--- config.mk ---
export PLATFORM = sky130hd
export DESIGN_NAME = uart_fifo_sync
export DESIGN_NICKNAME = d
export VERILOG_FILES = /design/src/rtl/uart_fifo_sync_pkg.sv /design/src/rtl/fifo_dpram.sv /design/src/rtl/uart_fifo_sync.sv
export SDC_FILE = /design/constraint.sdc
export NUM_CORES = 1
export LEC_CHECK = 0
export CAP_MARGIN = 30
export CORE_MARGIN = 5
export CORE_UTILIZATION = 57
export CTS_CLUSTER_DIAMETER = 40
export DETAILED_ROUTE_END_ITERATION = 8
export GPL_TIMING_DRIVEN = 0
export PLACE_DENSITY = 0.76
export SYNTH_ARGS = -nofsm -noshare
export SYNTH_HDL_FRONTEND = slang
export SYNTH_SLANG_ARGS = --single-unit
--- constraint.sdc ---
create_clock -name clk -period 3.6 [get_ports clk]
set_input_delay 0.9 -clock clk [delete_from_list [all_inputs] [get_ports clk]]
set_output_delay 0.9 -clock clk [all_outputs]
set_load 0.005 [all_outputs]
--- src/rtl/uart_fifo_sync_pkg.sv ---
// Shared definitions for the single-clock UART FIFO: default instance sizing
// and the RAM depth derivation used by the top and the storage array.
package uart_fifo_sync_pkg;

    localparam int UART_WIDTH      = 8;
    localparam int UART_DEPTH_BITS = 7;

    function automatic int fifo_depth(input int depth_bits);
        return 1 << depth_bits;
    endfunction

endpackage

--- src/rtl/fifo_dpram.sv ---
// DEPTH x WIDTH storage with synchronous write and asynchronous read.
// Contents are deliberately not reset.
module fifo_dpram
    import uart_fifo_sync_pkg::*;
#(
    parameter int WIDTH      = UART_WIDTH,
    parameter int DEPTH_BITS = UART_DEPTH_BITS
) (
    input  logic                  clk,
    input  logic                  i_we,
    input  logic [DEPTH_BITS-1:0] i_waddr,
    input  logic [WIDTH-1:0]      i_wdata,
    input  logic [DEPTH_BITS-1:0] i_raddr,
    output logic [WIDTH-1:0]      o_rdata
);

    localparam int DEPTH = fifo_depth(DEPTH_BITS);

    logic [WIDTH-1:0] r_mem [0:DEPTH-1];

    always_ff @(posedge clk) begin
        if (i_we) begin
            r_mem[i_waddr] <= i_wdata;
        end
    end

    assign o_rdata = r_mem[i_raddr];

endmodule

--- src/rtl/uart_fifo_sync.sv ---
// Single-clock FIFO between the UART core and the CPU bus: full-depth RAM,
// registered output stage, level flags, flush and saturating overflow count.
module uart_fifo_sync
    import uart_fifo_sync_pkg::*;
#(
    parameter int WIDTH      = UART_WIDTH,
    parameter int DEPTH_BITS = UART_DEPTH_BITS,
    parameter int AF_LEVEL   = 120,
    parameter int AE_LEVEL   = 4,
    parameter int OVF_BITS   = 8
) (
    input  logic                  clk,
    input  logic                  rst,
    input  logic                  flush,
    input  logic                  s_valid,
    output logic                  s_ready,
    input  logic [WIDTH-1:0]      s_data,
    output logic                  m_valid,
    input  logic                  m_ready,
    output logic [WIDTH-1:0]      m_data,
    output logic [DEPTH_BITS:0]   level,
    output logic                  almost_full,
    output logic                  almost_empty,
    input  logic                  clr_ovf,
    output logic [OVF_BITS-1:0]   ovf_cnt
);

    localparam int                    DEPTH    = fifo_depth(DEPTH_BITS);
    localparam logic [DEPTH_BITS:0]   CNT_FULL = (DEPTH_BITS+1)'(DEPTH);
    localparam logic [DEPTH_BITS:0]   CNT_ONE  = 1;
    localparam logic [DEPTH_BITS-1:0] PTR_ONE  = 1;
    localparam logic [OVF_BITS-1:0]   OVF_ONE  = 1;
    localparam logic [OVF_BITS-1:0]   OVF_MAX  = '1;

    logic [DEPTH_BITS-1:0] r_wr_ptr;
    logic [DEPTH_BITS-1:0] r_rd_ptr;
    logic [DEPTH_BITS:0]   r_ram_cnt;
    logic                  r_m_valid;
    logic [WIDTH-1:0]      r_m_data;
    logic [OVF_BITS-1:0]   r_ovf_cnt;

    logic                  w_s_ready;
    logic                  w_wr;
    logic                  w_load;
    logic                  w_reject;
    logic [WIDTH-1:0]      w_rd_data;
    logic [DEPTH_BITS:0]   w_level;

    // Ready comes only from registered count, so a same-cycle pop never frees a slot.
    assign w_s_ready = (r_ram_cnt != CNT_FULL);
    assign w_wr      = s_valid & w_s_ready & ~flush;
    assign w_reject  = s_valid & ~w_s_ready & ~flush;
    assign w_load    = (~r_m_valid | m_ready) & (r_ram_cnt != '0) & ~flush;
    assign w_level   = r_ram_cnt + {{DEPTH_BITS{1'b0}}, r_m_valid};

    fifo_dpram #(
        .WIDTH      (WIDTH),
        .DEPTH_BITS (DEPTH_BITS)
    ) u_ram (
        .clk     (clk),
        .i_we    (w_wr),
        .i_waddr (r_wr_ptr),
        .i_wdata (s_data),
        .i_raddr (r_rd_ptr),
        .o_rdata (w_rd_data)
    );

    always_ff @(posedge clk) begin
        if (rst) begin
            r_wr_ptr  <= '0;
            r_rd_ptr  <= '0;
            r_ram_cnt <= '0;
            r_m_valid <= 1'b0;
            r_m_data  <= '0;
        end else if (flush) begin
            r_wr_ptr  <= '0;
            r_rd_ptr  <= '0;
            r_ram_cnt <= '0;
            r_m_valid <= 1'b0;
        end else begin
            if (w_wr) begin
                r_wr_ptr <= r_wr_ptr + PTR_ONE;
            end
            if (w_load) begin
                r_m_data  <= w_rd_data;
                r_m_valid <= 1'b1;
                r_rd_ptr  <= r_rd_ptr + PTR_ONE;
            end else if (m_ready) begin
                r_m_valid <= 1'b0;
            end
            case ({w_wr, w_load})
                2'b10:   r_ram_cnt <= r_ram_cnt + CNT_ONE;
                2'b01:   r_ram_cnt <= r_ram_cnt - CNT_ONE;
                default: r_ram_cnt <= r_ram_cnt;
            endcase
        end
    end

    // Overflow count survives flush; clear wins over a concurrent rejected write.
    always_ff @(posedge clk) begin
        if (rst || clr_ovf) begin
            r_ovf_cnt <= '0;
        end else if (w_reject && (r_ovf_cnt != OVF_MAX)) begin
            r_ovf_cnt <= r_ovf_cnt + OVF_ONE;
        end
    end

    assign s_ready      = w_s_ready;
    assign m_valid      = r_m_valid;
    assign m_data       = r_m_data;
    assign level        = w_level;
    assign almost_full  = (32'(w_level) >= AF_LEVEL);
    assign almost_empty = (32'(w_level) <= AE_LEVEL);
    assign ovf_cnt      = r_ovf_cnt;

endmodule

==> flow_summary.yaml, run 1 <==
outcome:
  status: "complete, but fails checks"
  violations: "setup timing"
clock_network:
  cts_root_buf: "clkbuf_16"
  cts_buffers: 117
  cts_num_sinks: 1063
  clkSlewWorstSetupHoldPaths_ns: 0.06
  htreeDepth: 3
  cts_buffer_depth: 3
  cts_tree: "built"
  cts_hold_repair.buffers: 0
  insertion_delay_ns: 0.69
logic_synthesis:
  synth_compound_area_share_pct: 3.068
  synth_xor_area_share_pct: 0.5375
  ys_seq_area_share_pct: 74.42
  synth.cell_area_um2: 42370
  synth_edf_count: 1024
  syn-num-nets: 2159
  synthSimpleGateAreaFrac_pct: 3.724
  syn_inst: 2132
  muxShareOfSynthArea_pct: 15.68
  synth_adder_area_share_pct: 0.4016
  ys_warn_count: 0
  synth.distinct_cells: 70
  async_flop_share_pct: 0
  ys_seq_elements: 1063
  syn_avg_cell_area_um2: 19.87
  synth_top_family_by_area: "multiplexers"
  synth_ff_type: "edfxtp_1"
floorplanning:
  dieArea_um2: 79890
  die_w_um: 282.6
  io_pins: 42
  start_util_pct: 57.20
  fp.coreArea_um2: 74070
  die_y_um: 282.6
  rows: 100
cells_and_area:
  multi_input_area_um2: 10310
  syn2layout_area_growth_pct: 15.14
  final_cell_mix: "edfxtp_1, mux4_2, mux2i_1, nor2_1, clkbuf_16"
  final_cells: 3380
  drive_gt1_share_pct: 25.51
  final_area_um2: 48780
  layout.cells.most_common: "edfxtp_1"
  layout.area.seq_um2: 31530
  nets: 2340
  diodes: 0
  fillers: 4637
setup_path:
  r2r_end: "m_data[6]"
  max_stage_delay_ns: 0.61
  cp_common_cell: "buf_4"
  start_kind: "flop"
  worst-path-max-fanout: 10
  path_cells: "buf_4 > buf_4 > buf_4 > buf_4 > buf_2 > mux2i_1 > nor2_1 > nor4_1 > o32ai_1 > o221a_1"
  crit_arrival_ns: 4.22
  cp-end-kind: "flop"
  critPathTopFamily: "buffers and inverters"
  reg2regPathDepth: 10
  crit_slowest_cell: "nor4_1"
  crit_buf_inv: 5
  criticalPathCategory: "flop to flop"
  r2r-start: "r_rd_ptr[1]"
  r2r_setup_slack_ns: -0.06
  cp_data_required_time_ns: 4.16
worst_hold_path:
  whs_path_depth: 2
  hp-start: "ovf_cnt[7]"
  hp-class: "flop to flop"
  worstHoldEndpoint: "ovf_cnt[7]"
sta:
  worstMarginPinSlew_ns: 0.9815
  clock_skew_ns: 0.02690
  fmax_ghz: 0.2736
  slew_headroom_pct: 34.33
  rsz0062_at_grt: "yes"
  setup_slack_ns: -0.05503
  fin_crit_sh_pct: 101.5
  hold_viol: 0
  period_minus_slack_ns: 3.655
  finalSetupViolations: 2
  fin_tns_setup_ns: -0.06282
  slew_viol_final: 0
route:
  wl_per_cell_um: 34.07
  wirelength_um: 115100
  vias_per_cell: 6.818
  vias: 23050
  drc: 0
  initialDrtViolationCount: 3455
  drt_first_pass_iters: 7
  antenna_left: 0
placement:
  dp.cells: 3160
  post_dp_cell_area_um2: 44320
  portBuffers: 41
  gp_congestion: 0.9673
  hpwlAfterDp_um: 74920
global_routing:
  gr-usage-all-layers_pct: 28.87
  grt_pass1_vias: 22820
  grt_pass1_wl_um: 162400
  grt_max_degree: 102
  grt_overflow: 0
  antenna_found_initial: 2
run:
  cap_violations: 0
power:
  powerDensity_nw_per_um2: 542.1
  ir_drop_uv: 397.4
  seqPwrFrac_pct: 51.4
  combPwrFrac_pct: 2.2
  power_frac_clock_pct: 46.4
  internal_power_mw: 21.11
  switching_power_mw: 5.336
  p_leak_nw: 14.85
  p_sw_share_pct: 20.18
[layout make-up]
type                    instances  share of cell area, %
flip-flops and latches       1063                  64.64
multi-input cells             943                  21.13
clock buffers                 139                  6.299
well taps                     969                  2.485
clock inverters                78                  1.952
plain buffers                 116                  1.847
repair buffers                 62                  1.572
inverters                      10                0.07694
[timing repair]
item,4_1_cts,5_1_grt
gates resized for setup,75,56
setup endpoints to repair,559,569
pin swaps,1,0
setup buffers,1,2
[tightest hold or removal path: stages (launching register included)]
cell     delay, ns
dfxtp_1       0.36
xnor2_1       0.09
nor2_1        0.08
[stage by stage]
step / total power [mW] / util, % / hold slack, ns / worst slack (ns)
floorplan: 14.04 / - / 0.4936 / 0.04383
global placement: 14.41 / 59.39 / 0.5122 / -1.911
detailed placement: 14.40 / 59.84 / 0.5331 / -1.307
CTS: 26.47 / 65.58 / 0.5595 / -0.01608
global route: 27.05 / 65.86 / 0.5887 / -0.04423
finish: 26.45 / 65.86 / 0.5612 / -0.05503
[power groups by stage]
stage	combinational, mW	sequential, mW	clock, mW
after floorplan	0.207	13.8	0
after global placement	0.507	13.9	0
after detailed placement	0.559	13.8	0
after CTS	0.567	13.6	12.3
after global routing	0.604	13.6	12.9
final	0.579	13.6	12.3
[worst max path at each step]
stage,startpoint,depth (start not counted),end
after global placement,s_data[3],1,u_ram.r_mem[117][3]
after detailed placement,flush,9,u_ram.r_mem[51][1]
after global routing,flush,12,r_ram_cnt[7]
after CTS,flush,9,u_ram.r_mem[97][6]
final,r_rd_ptr[1],10,m_data[6]
after floorplan,m_ready,11,r_ram_cnt[7]
[registers in the layout (all words and copies together), names as in the netlist]
name / count
ovf_cnt: 8
m_valid: 1
m_data: 8
r_wr_ptr: 7
r_rd_ptr: 7
u_ram.r_mem: 1024
r_ram_cnt: 8
[logic make-up after synthesis]
family                   Yosys count
flip-flops                      1063
multiplexers                     387
AND/OR/NAND/NOR                  339
AO/OA/AOI/OAI                    178
buffers and inverters            126
XOR/XNOR                          26
adder cells (fa/ha/maj)           13
[Yosys cell counts, drive strengths merged (2+ instances only)]
cell | number | area [um2]
o22ai | 44 | 275.3
and3 | 7 | 43.79
nor2b | 21 | 131.4
or3 | 6 | 37.54
mux2i | 156 | 1562
or2 | 4 | 25.02
xor2 | 15 | 131.4
o211a | 2 | 20.02
xnor2 | 11 | 96.34
a221oi | 11 | 96.34
nand3b | 3 | 42.54
or4 | 4 | 30.03
a22oi | 15 | 112.6
edfxtp | 1024 | 30750
o21ai | 20 | 100.1
o211ai | 6 | 45.04
inv | 10 | 37.54
a211oi | 11 | 82.58
nor3 | 11 | 60.06
dfxtp | 39 | 780.8
o32ai | 2 | 17.52
o21a | 3 | 22.52
nand3 | 31 | 172.7
ha | 12 | 150.1
nand2 | 30 | 112.6
o31ai | 2 | 15.01
a22o | 3 | 26.28
mux4 | 209 | 4835
a21o | 3 | 22.52
a2111oi | 7 | 77.58
buf | 85 | 695.7
a31oi | 5 | 37.53
a21oi | 17 | 85.08
nand2b | 3 | 26.27
mux2 | 22 | 247.7
and2 | 6 | 38.79
nand4 | 6 | 37.54
nor2 | 198 | 743.2
o221ai | 14 | 122.6
o221a | 2 | 22.52
clkbuf | 31 | 186.4
a31o | 3 | 26.28
nor4 | 7 | 58.81
a221o | 4 | 40.04
[routing by layer]
metal,part of all wire (%),track usage (%),wire length (um),up-vias
met5,0.011,0,13,-
met4,5.7,13.64,6527,2
met3,12,7.701,13690,376
met2,47,45.76,54430,1687
met1,35,37.97,40490,11840
li1,-,-,-,9143
No activity file was read; power rests on OpenSTA's default activity.
==> run 2, diff against run 1 <==
SKIP_LAST_GASP = 1   (was not set)
==> flow_summary.yaml, run 2 (same netlist as run 1, synthesis figures left out) <==
cells_and_area:
  diodes: 0
  final_cell_mix: "edfxtp_1, mux4_2, mux2i_1, nor2_1, clkbuf_16"
  regMostFlops: "u_ram.r_mem"
  largest_reg_flops: 1024
  multi_input_area_um2: 10280
  nets: 2340
  syn2layout_area_growth_pct: 15.06
  fillers: 4645
  utilization_pct: 65.82
  layout.area.seq_um2: 31530
  drive_gt1_share_pct: 25.55
  final_cells: 3380
  final_area_um2: 48750
  layout.cells.most_common: "edfxtp_1"
outcome:
  violations: "setup timing"
  status: "complete, but fails checks"
floorplanning:
  io_pins: 42
  dieArea_um2: 79890
  die_y_um: 282.6
  fp.coreArea_um2: 74070
  start_util_pct: 57.20
  rows: 100
  die_w_um: 282.6
placement:
  gp_congestion: 0.9673
  post-place-ws_ns: -1.307
  hpwlAfterDp_um: 74920
  post_dp_cell_area_um2: 44320
  dp.cells: 3160
  portBuffers: 41
route:
  initialDrtViolationCount: 3331
  vias_per_cell: 6.807
  wirelength_um: 115100
  vias: 23010
  antenna_left: 0
  drt_first_pass_iters: 6
  drc: 0
  wl_per_cell_um: 34.06
setup_path:
  crit_buf_inv: 5
  crit_arrival_ns: 4.25
  r2r_setup_slack_ns: -0.08
  cp_data_required_time_ns: 4.16
  crit_slowest_cell: "mux2i_1"
  critPathTopFamily: "buffers and inverters"
  path_cells: "buf_4 > buf_4 > buf_2 > buf_4 > buf_4 > mux2i_1 > o22ai_1 > a221o_1 > o221a_2"
  worst-path-max-fanout: 10
  crit_path_start: "r_rd_ptr[1]"
  reg2regPathDepth: 9
  cp_common_cell: "buf_4"
  criticalPathCategory: "flop to flop"
  cp.depth: 9
  cp-end-kind: "flop"
  crit_end: "m_data[2]"
  r2r-start: "r_rd_ptr[1]"
  start_kind: "flop"
  max_stage_delay_ns: 0.48
  r2r_end: "m_data[2]"
clock_network:
  clkSlewWorstSetupHoldPaths_ns: 0.06
  cts_num_sinks: 1063
  cts_tree: "built"
  insertion_delay_ns: 0.69
  cts_hold_repair.buffers: 0
  cts_buffers: 117
  htreeDepth: 3
  cts_root_buf: "clkbuf_16"
  cts_buffer_depth: 3
sta:
  rsz0062_at_grt: "yes"
  slew_viol_final: 0
  worst_hold_slack_ns: 0.5612
  fin_crit_sh_pct: 102.3
  period_minus_slack_ns: 3.682
  setup_slack_ns: -0.08199
  fmax_ghz: 0.2716
  worstMarginPinSlew_ns: 1.015
  slew_headroom_pct: 32.09
  finalSetupViolations: 21
  hold_viol: 0
  clock_skew_ns: 0.02814
global_routing:
  grt_overflow: 0
  grt_pass1_vias: 22840
  grt_pass1_wl_um: 162300
  gr-usage-all-layers_pct: 28.87
  antenna_found_initial: 2
  grt_max_degree: 102
run:
  cap_violations: 0
power:
  ir_drop_uv: 401.7
  p_leak_nw: 14.85
  powerDensity_nw_per_um2: 542.6
worst_hold_path:
  hp-class: "flop to flop"
run 2: metal layers:
layer / share of wire [%] / global-route usage, % / vias up / wire length, um
met5: 0.011 / 0 / - / 13
met4: 5.8 / 14.02 / 2 / 6679
met3: 12 / 7.725 / 354 / 13890
met2: 47 / 45.60 / 1711 / 54520
met1: 35 / 37.93 / 11790 / 40030
li1: - / - / 9151 / -
run 2: repair_timing:
item,4_1_cts,5_1_grt
resized for setup,66,60
buffers inserted,1,2
setup endpoints to repair,559,600
endpoints found under the hold margin,0,0
pin swaps,1,0
run 2: worst min-delay path by stage:
stage / start / cells after the start / end
detailed placement: r_ram_cnt[7] / 2 / r_ram_cnt[7]
floorplan: r_ram_cnt[7] / 2 / r_ram_cnt[7]
global route: r_ram_cnt[7] / 2 / r_ram_cnt[7]
CTS: ovf_cnt[7] / 2 / ovf_cnt[7]
finish: ovf_cnt[7] / 2 / ovf_cnt[7]
global placement: r_wr_ptr[2] / 2 / r_wr_ptr[2]
run 2: power by group:
part | switching, mW | internal [mW] | leakage (nW) | total (mW)
sequential | 0.0219 | 13.6 | 9.52 | 13.6
clock | 4.93 | 7.36 | 1.93 | 12.3
combinational | 0.393 | 0.185 | 3.40 | 0.579
run 2: area by class of cell:
cell class | instances | area share, %
repair buffers | 62 | 1.573
multi-input cells | 943 | 21.09
clock buffers | 139 | 6.303
flip-flops and latches | 1063 | 64.68
clock inverters | 78 | 1.953
plain buffers | 116 | 1.838
well taps | 969 | 2.487
inverters | 10 | 0.07700
run 2: worst min-delay path, stage by stage, from the launching register on:
cell	delay, ns
dfxtp_1	0.36
xnor2_1	0.09
nor2_1	0.08
run 2: per-stage QoR:
stage	setup TNS, ns	power (mW)
finish	-0.4568	26.45
global route	-5.837	27.05
CTS	-6.320	26.47
detailed placement	-717.05	14.40
global placement	-2548.79	14.41
floorplan	0	14.04
